**src/rtl/display_pager_pkg.sv**
```systemverilog
// Shared constants, debounce state encoding and page-slice helper for the pager.
package display_pager_pkg;

  localparam int NIBBLES_PER_PAGE = 8;
  localparam int PAGES            = 4;
  localparam int PAGE_W           = 2;
  localparam int PAGE_BITS        = NIBBLES_PER_PAGE * 4;

  localparam int TICK_DIV_DEF = 50000000;
  localparam int DEBOUNCE_DEF = 1000000;

  typedef enum logic [1:0] {
    DB_UP      = 2'd0,
    DB_WAIT_DN = 2'd1,
    DB_DOWN    = 2'd2,
    DB_WAIT_UP = 2'd3
  } db_state_t;

  // Page 0 is the most significant word of the block.
  function automatic logic [PAGE_BITS-1:0] page_slice(input logic [PAGES*PAGE_BITS-1:0] blk,
                                                      input logic [PAGE_W-1:0] p);
    return blk[(PAGES - 1 - int'(p)) * PAGE_BITS +: PAGE_BITS];
  endfunction

endpackage

```
**src/rtl/display_pager_key_debounce.sv**
```systemverilog
// Push-button synchronizer and debouncer; one press pulse per accepted key-down.
//
// state      | meaning
// -----------+---------------------------------------------------
// DB_UP      | key released and stable
// DB_WAIT_DN | key seen low, counting consecutive low cycles
// DB_DOWN    | key pressed and stable (press already reported)
// DB_WAIT_UP | key seen high, counting consecutive high cycles
module key_debounce
  import display_pager_pkg::*;
#(
  parameter int DEBOUNCE = DEBOUNCE_DEF
) (
  input  logic clk,
  input  logic rst_n,
  input  logic key_n,
  output logic press
);

  localparam int CNT_W = (DEBOUNCE > 1) ? $clog2(DEBOUNCE + 1) : 1;
  localparam logic [CNT_W-1:0] LIM = CNT_W'(DEBOUNCE - 1);

  logic sync1, sync2;
  db_state_t state, state_nxt;
  logic [CNT_W-1:0] cnt, cnt_nxt;

  // Two-flop synchronizer; resets to the released level so reset never fakes a press.
  always_ff @(posedge clk or negedge rst_n) begin
    if (!rst_n) begin
      sync1 <= 1'b1;
      sync2 <= 1'b1;
    end else begin
      sync1 <= key_n;
      sync2 <= sync1;
    end
  end

  // State and stability-counter registers.
  always_ff @(posedge clk or negedge rst_n) begin
    if (!rst_n) begin
      state <= DB_UP;
      cnt   <= '0;
    end else begin
      state <= state_nxt;
      cnt   <= cnt_nxt;
    end
  end

  // Next state; the cycle that first sees a level change counts as the first stable cycle.
  always_comb begin
    state_nxt = state;
    cnt_nxt   = cnt;
    press     = 1'b0;
    case (state)
      DB_UP: begin
        if (!sync2) begin
          state_nxt = DB_WAIT_DN;
          cnt_nxt   = CNT_W'(1);
        end
      end
      DB_WAIT_DN: begin
        if (sync2) begin
          state_nxt = DB_UP;
          cnt_nxt   = '0;
        end else if (cnt >= LIM) begin
          state_nxt = DB_DOWN;
          cnt_nxt   = '0;
          press     = 1'b1;
        end else begin
          cnt_nxt = cnt + CNT_W'(1);
        end
      end
      DB_DOWN: begin
        if (sync2) begin
          state_nxt = DB_WAIT_UP;
          cnt_nxt   = CNT_W'(1);
        end
      end
      DB_WAIT_UP: begin
        if (!sync2) begin
          state_nxt = DB_DOWN;
          cnt_nxt   = '0;
        end else if (cnt >= LIM) begin
          state_nxt = DB_UP;
          cnt_nxt   = '0;
        end else begin
          cnt_nxt = cnt + CNT_W'(1);
        end
      end
      default: begin
        state_nxt = DB_UP;
        cnt_nxt   = '0;
      end
    endcase
  end

endmodule

```
**src/rtl/display_pager.sv**
```systemverilog
// Shows a 128-bit block as four 8-digit pages, stepped by key press or auto timer.
module display_pager
  import display_pager_pkg::*;
#(
  parameter int TICK_DIV = TICK_DIV_DEF,
  parameter int DEBOUNCE = DEBOUNCE_DEF
) (
  input  logic                           clk,
  input  logic                           rst_n,
  input  logic [PAGES*PAGE_BITS-1:0]     data_in,
  input  logic                           data_valid,
  input  logic                           key_n,
  input  logic                           auto_en,
  output logic [PAGE_BITS-1:0]           digits,
  output logic [PAGE_W-1:0]              page,
  output logic                           loaded
);

  localparam int TMR_W = (TICK_DIV > 1) ? $clog2(TICK_DIV) : 1;
  localparam logic [TMR_W-1:0] TC = TMR_W'(TICK_DIV - 1);

  logic                         press, tick, run;
  logic [TMR_W-1:0]             timer, timer_nxt;
  logic [PAGES*PAGE_BITS-1:0]   blk, blk_nxt;
  logic [PAGE_W-1:0]            page_nxt;
  logic                         loaded_nxt;
  logic [PAGE_BITS-1:0]         digits_nxt;

  key_debounce #(.DEBOUNCE(DEBOUNCE)) u_key (
    .clk   (clk),
    .rst_n (rst_n),
    .key_n (key_n),
    .press (press)
  );

  // Auto timer, page selection and the digit word it implies; a new block wins over any advance.
  always_comb begin
    run       = auto_en && loaded;
    tick      = run && (timer == TC);
    timer_nxt = timer + TMR_W'(1);
    if (!run || data_valid || press || tick) timer_nxt = '0;

    blk_nxt    = blk;
    page_nxt   = page;
    loaded_nxt = loaded;
    if (data_valid) begin
      blk_nxt    = data_in;
      page_nxt   = '0;
      loaded_nxt = 1'b1;
    end else if (loaded && (press || tick)) begin
      page_nxt = page + PAGE_W'(1);
    end

    digits_nxt = loaded_nxt ? page_slice(blk_nxt, page_nxt) : '0;
  end

  // All visible state is registered so the decoders see glitch-free digits.
  always_ff @(posedge clk or negedge rst_n) begin
    if (!rst_n) begin
      timer  <= '0;
      blk    <= '0;
      page   <= '0;
      loaded <= 1'b0;
      digits <= '0;
    end else begin
      timer  <= timer_nxt;
      blk    <= blk_nxt;
      page   <= page_nxt;
      loaded <= loaded_nxt;
      digits <= digits_nxt;
    end
  end

endmodule

```
**config.mk**
```make
export PLATFORM = sky130hd
export DESIGN_NAME = display_pager
export DESIGN_NICKNAME = d
export VERILOG_FILES = /design/src/rtl/display_pager_pkg.sv /design/src/rtl/display_pager_key_debounce.sv /design/src/rtl/display_pager.sv
export SDC_FILE = /design/constraint.sdc
export NUM_CORES = 1
export LEC_CHECK = 0
export BUFFER_PORTS_ARGS = -buffer_cell sky130_fd_sc_hd__buf_2
export CORE_MARGIN = 2
export CORE_UTILIZATION = 36
export CTS_BUF_LIST = sky130_fd_sc_hd__clkbuf_8
export DETAILED_ROUTE_END_ITERATION = 12
export GPL_TIMING_DRIVEN = 0
export PLACE_DENSITY = 0.57
export SLEW_MARGIN = 20
export SYNTH_ARGS = -nofsm -noshare
export SYNTH_HDL_FRONTEND = slang
export SYNTH_SLANG_ARGS = --single-unit
```
**constraint.sdc**
```tcl
create_clock -name clk -period 3.2 [get_ports clk]
set_input_delay 0.32 -clock clk [delete_from_list [all_inputs] [get_ports clk]]
set_output_delay 0.32 -clock clk [all_outputs]
set_load 0.01 [all_outputs]
```
==> results.sh <==
export IMPL_rsz0062_at_grt="yes"
export IMPL_maxCapViolations=0
export IMPL_synth_commonest_cells="dfrtp_1 (211), mux2_2 (91), nand2_1 (83), o21ai_0 (83), a21oi_1 (68)"
export IMPL_start_kind="flip-flop"
export IMPL_finalNonFillerCells=1742
export IMPL_setup_violations=0
export IMPL_yosysSeqAreaShare=0.496
export IMPL_synth_top_area_frac=0.491
export IMPL_clkPwrFrac=0.395
export IMPL_yosys_area_top_type="dfrtp_1"
export IMPL_drt_pre_antenna_iters=5
export IMPL_n_antenna_cell=0
export IMPL_grt_ovfl_total=0
export IMPL_holdCritPathClass="in2reg"
export IMPL_slew_violations=0
export IMPL_drc=0
export IMPL_cts_clk_slew_worst_paths_ns=0.06
export IMPL_ys_seq_elements=213
export IMPL_clockBufferDepth=3
export IMPL_grt_pass1_vias=9164
export IMPL_slowest_delay_ns=0.56
export IMPL_leakage_nw=5.98
export IMPL_die_x_um=177
export IMPL_via_per_inst=5.23
export IMPL_tightestPinTransition_ns=0.906
export IMPL_crit_top_cell="buf_4"
export IMPL_die_height_um=177
export IMPL_dieArea_mm2=0.0312
export IMPL_end_kind="flip-flop"
export IMPL_port_buffers=167
export IMPL_place_area_mm2=0.0121
export IMPL_netlist_instances=1050
export IMPL_initial_core_util=0.365
export IMPL_p_per_area_mw_per_mm2=483
export IMPL_switching_share=0.270
export IMPL_vias=9115
export IMPL_grt_antenna_before_repair=1
export IMPL_fin_crit_sh=0.976
export IMPL_grt_max_degree=82
export IMPL_final_net_count=1457
export IMPL_rows=63
export IMPL_synth_warnings=0
export IMPL_power_share_combinational=0.143
export IMPL_p_int_w=0.00481
export IMPL_ctsRootBufferMaster="clkbuf_8"
export IMPL_crit_path_max_fanout=10
export IMPL_htree_levels=2
export IMPL_grt_pass1_wl_mm=51.6
export IMPL_fin_worst_skew_ns=0.0159
export IMPL_crit_arrival_ns=3.51
export IMPL_nFillCells=2893
export IMPL_io_pins=168
export IMPL_cts_sinks=213
export IMPL_final_seq_area_mm2=0.00534
export IMPL_path_class="reg2reg"
export IMPL_fmax_mhz=320
export IMPL_dr_first_iter_drc_count=474
export IMPL_final_antenna_net_count=0
export IMPL_synthTopCellsByArea="dfrtp_1 (49%), mux2_2 (9.5%), o21ai_0 (3.9%)"
export IMPL_synth_most_common_cell="dfrtp_1"
export IMPL_numCtsBuffers=40
export IMPL_place_congestion=0.815
export IMPL_core_mm2=0.0295
export IMPL_clkLatencyLatePin_ns=0.54
export IMPL_cp_required_ns=3.59
export IMPL_multi_input_area_mm2=0.00515
export IMPL_synthArstFlopShare=1.00
export IMPL_max_slew_margin=0.396
export IMPL_finalCriticalPeriod_ns=3.12
export IMPL_place_inst=1609
export IMPL_wl_per_cell_um=19.2
export IMPL_syn_to_final_growth_pct=27.0
export IMPL_tritoncts="yes"
export IMPL_synth_area_mm2=0.0107
export IMPL_synth_area_per_cell_um2=10.2
export IMPL_status="finished, final reports clean"
export IMPL_yosysUniqueCellTypes=57
export IMPL_finish_instance_area_mm2=0.0136
export IMPL_synth_edf_count=0
export IMPL_hpwl_mm=22.7
export IMPL_hold_viol_final=0
export IMPL_crit_path_top_delay_cell="or4_4"
export IMPL_drive_above_1_share=0.286
export IMPL_track_usage=0.215
export IMPL_seq_power_share=0.462
export IMPL_finalWirelength_mm=33.4
export IMPL_path_cells="or4_4 > a211oi_4 > buf_4 > a21o_1 > nand3_1 > a31o_4 > buf_4 > a22o_1 > or4b_1"
export IMPL_vdd_drop_max_mv=0.313
export IMPL_power_switching_w=0.00178
export IMPL_synth_net_count=1185
export IMPL_synthFlopType="dfrtp_1"
[per-layer routing]
layer | global-route usage | part of all wire | up-vias
met5 | 0 | 0 | -
met4 | 0.0727 | 0.027 | 0
met3 | 0.0333 | 0.054 | 69
met2 | 0.349 | 0.47 | 285
met1 | 0.293 | 0.45 | 4456
li1 | - | - | 4305
[cell usage in the layout, fill, tap and decap left out, types with 6 or more instances in the layout]
cell type	instances
mux2_2	91
a21oi_1	67
clkbuf_1	34
clkbuf_8	51
mux2i_1	6
o31ai_1	6
and2_0	20
nand2_1	82
a22oi_1	6
and2_1	34
nor3_1	8
nand3_1	48
nand4_1	15
dlygate4sd3_1	51
buf_4	20
inv_1	25
nand2b_1	9
and3_1	6
a211o_1	6
clkbuf_2	11
dfrtp_1	209
xor2_1	15
nor2_1	48
a22o_1	26
xnor2_1	12
nor2b_1	32
a21o_1	29
nor3b_1	32
o21ai_0	80
or4b_1	24
buf_2	172
[repair_timing]
item,in CTS,in global routing
hold endpoints to repair,121,0
cloned,0,0
setup endpoints to repair,81,55
pin swaps,4,2
hold buffers,51,0
setup buffers,6,6
gates resized for setup,22,35
[worst paths after layout]
path / startpoint / end / cells past startpoint / slack (ns)
min in group asynchronous: rst_n / digits[2]$_DFF_PN0_ / 2 / 0.36
worst max register to register: u_key.cnt[13]$_DFFE_PN0P_ / digits[1]$_DFF_PN0_ / 9 / 0.08
worst max-delay path: u_key.cnt[13]$_DFFE_PN0P_ / digits[1]$_DFF_PN0_ / 9 / 0.08
max in group asynchronous: rst_n / timer[18]$_DFF_PN0_ / 3 / 1.99
worst min register to register: u_key.sync1$_DFF_PN1_ / u_key.sync2$_DFF_PN1_ / 0 / 0.36
worst min-delay path: data_in[34] / blk[34]$_DFF_PN0_ / 2 / 0.02
[sequential cells by signal (all words and copies together), names as in the netlist, named ones only]
name and count:
u_key.cnt 20, u_key.sync2 1, u_key.sync1 1, blk 128
timer 26, loaded 1, page 2, u_key.state 1
digits 32
[layout make-up]
type,count,share of cell area
clock buffers,51,0.0514
well taps,390,0.0358
repair buffers,232,0.110
plain buffers,68,0.0244
clock inverters,21,0.00678
inverters,11,0.00303
multi-input cells,756,0.378
flip-flops and latches,213,0.391
[power by group through the flow]
stage	Clock (W)	Combinational, W	Sequential [W]
after floorplan	0	0.000515	0.00308
after global placement	0	0.000871	0.00309
after detailed placement	0	0.000894	0.00309
after CTS	0.00267	0.000949	0.00305
after global routing	0.00280	0.00105	0.00307
final	0.00260	0.000943	0.00304
[worst max-delay path: cells and delay by family, from the launching register on]
family	cells	cell delay, ns
simple gates	3	1.28
compound gates	4	0.90
flops	1	0.44
buf+inv	2	0.37
[cells by family after synthesis]
| logic type | Yosys count | share of synthesized area |
|---|---|---|
| buffers and inverters | 81 | 0.0316 |
| muxes | 97 | 0.101 |
| xor gates and xnor gates | 27 | 0.0220 |
| adders and majority gates | 2 | 0.00233 |
| and+or+nand+nor | 390 | 0.207 |
| DFF | 213 | 0.496 |
| AOI/OAI and AO/OA | 240 | 0.140 |
[per-stage QoR]
step	hold slack, ns	utilization	power [W]	setup TNS [ns]	setup WS, ns
5_1_grt	0.00736	0.463	0.00693	-0.0755	-0.0200
4_1_cts	0.000704	0.460	0.00667	0	0.00343
6_report	0.0160	0.463	0.00659	0	0.0768
3_3_place_gp	0.346	0.409	0.00396	-494.86	-2.13
3_5_place_dp	0.347	0.412	0.00399	-49.36	-0.769
2_1_floorplan	0.0244	-	0.00359	0	0.390
Note: power is estimated with default switching activity, not from simulation.
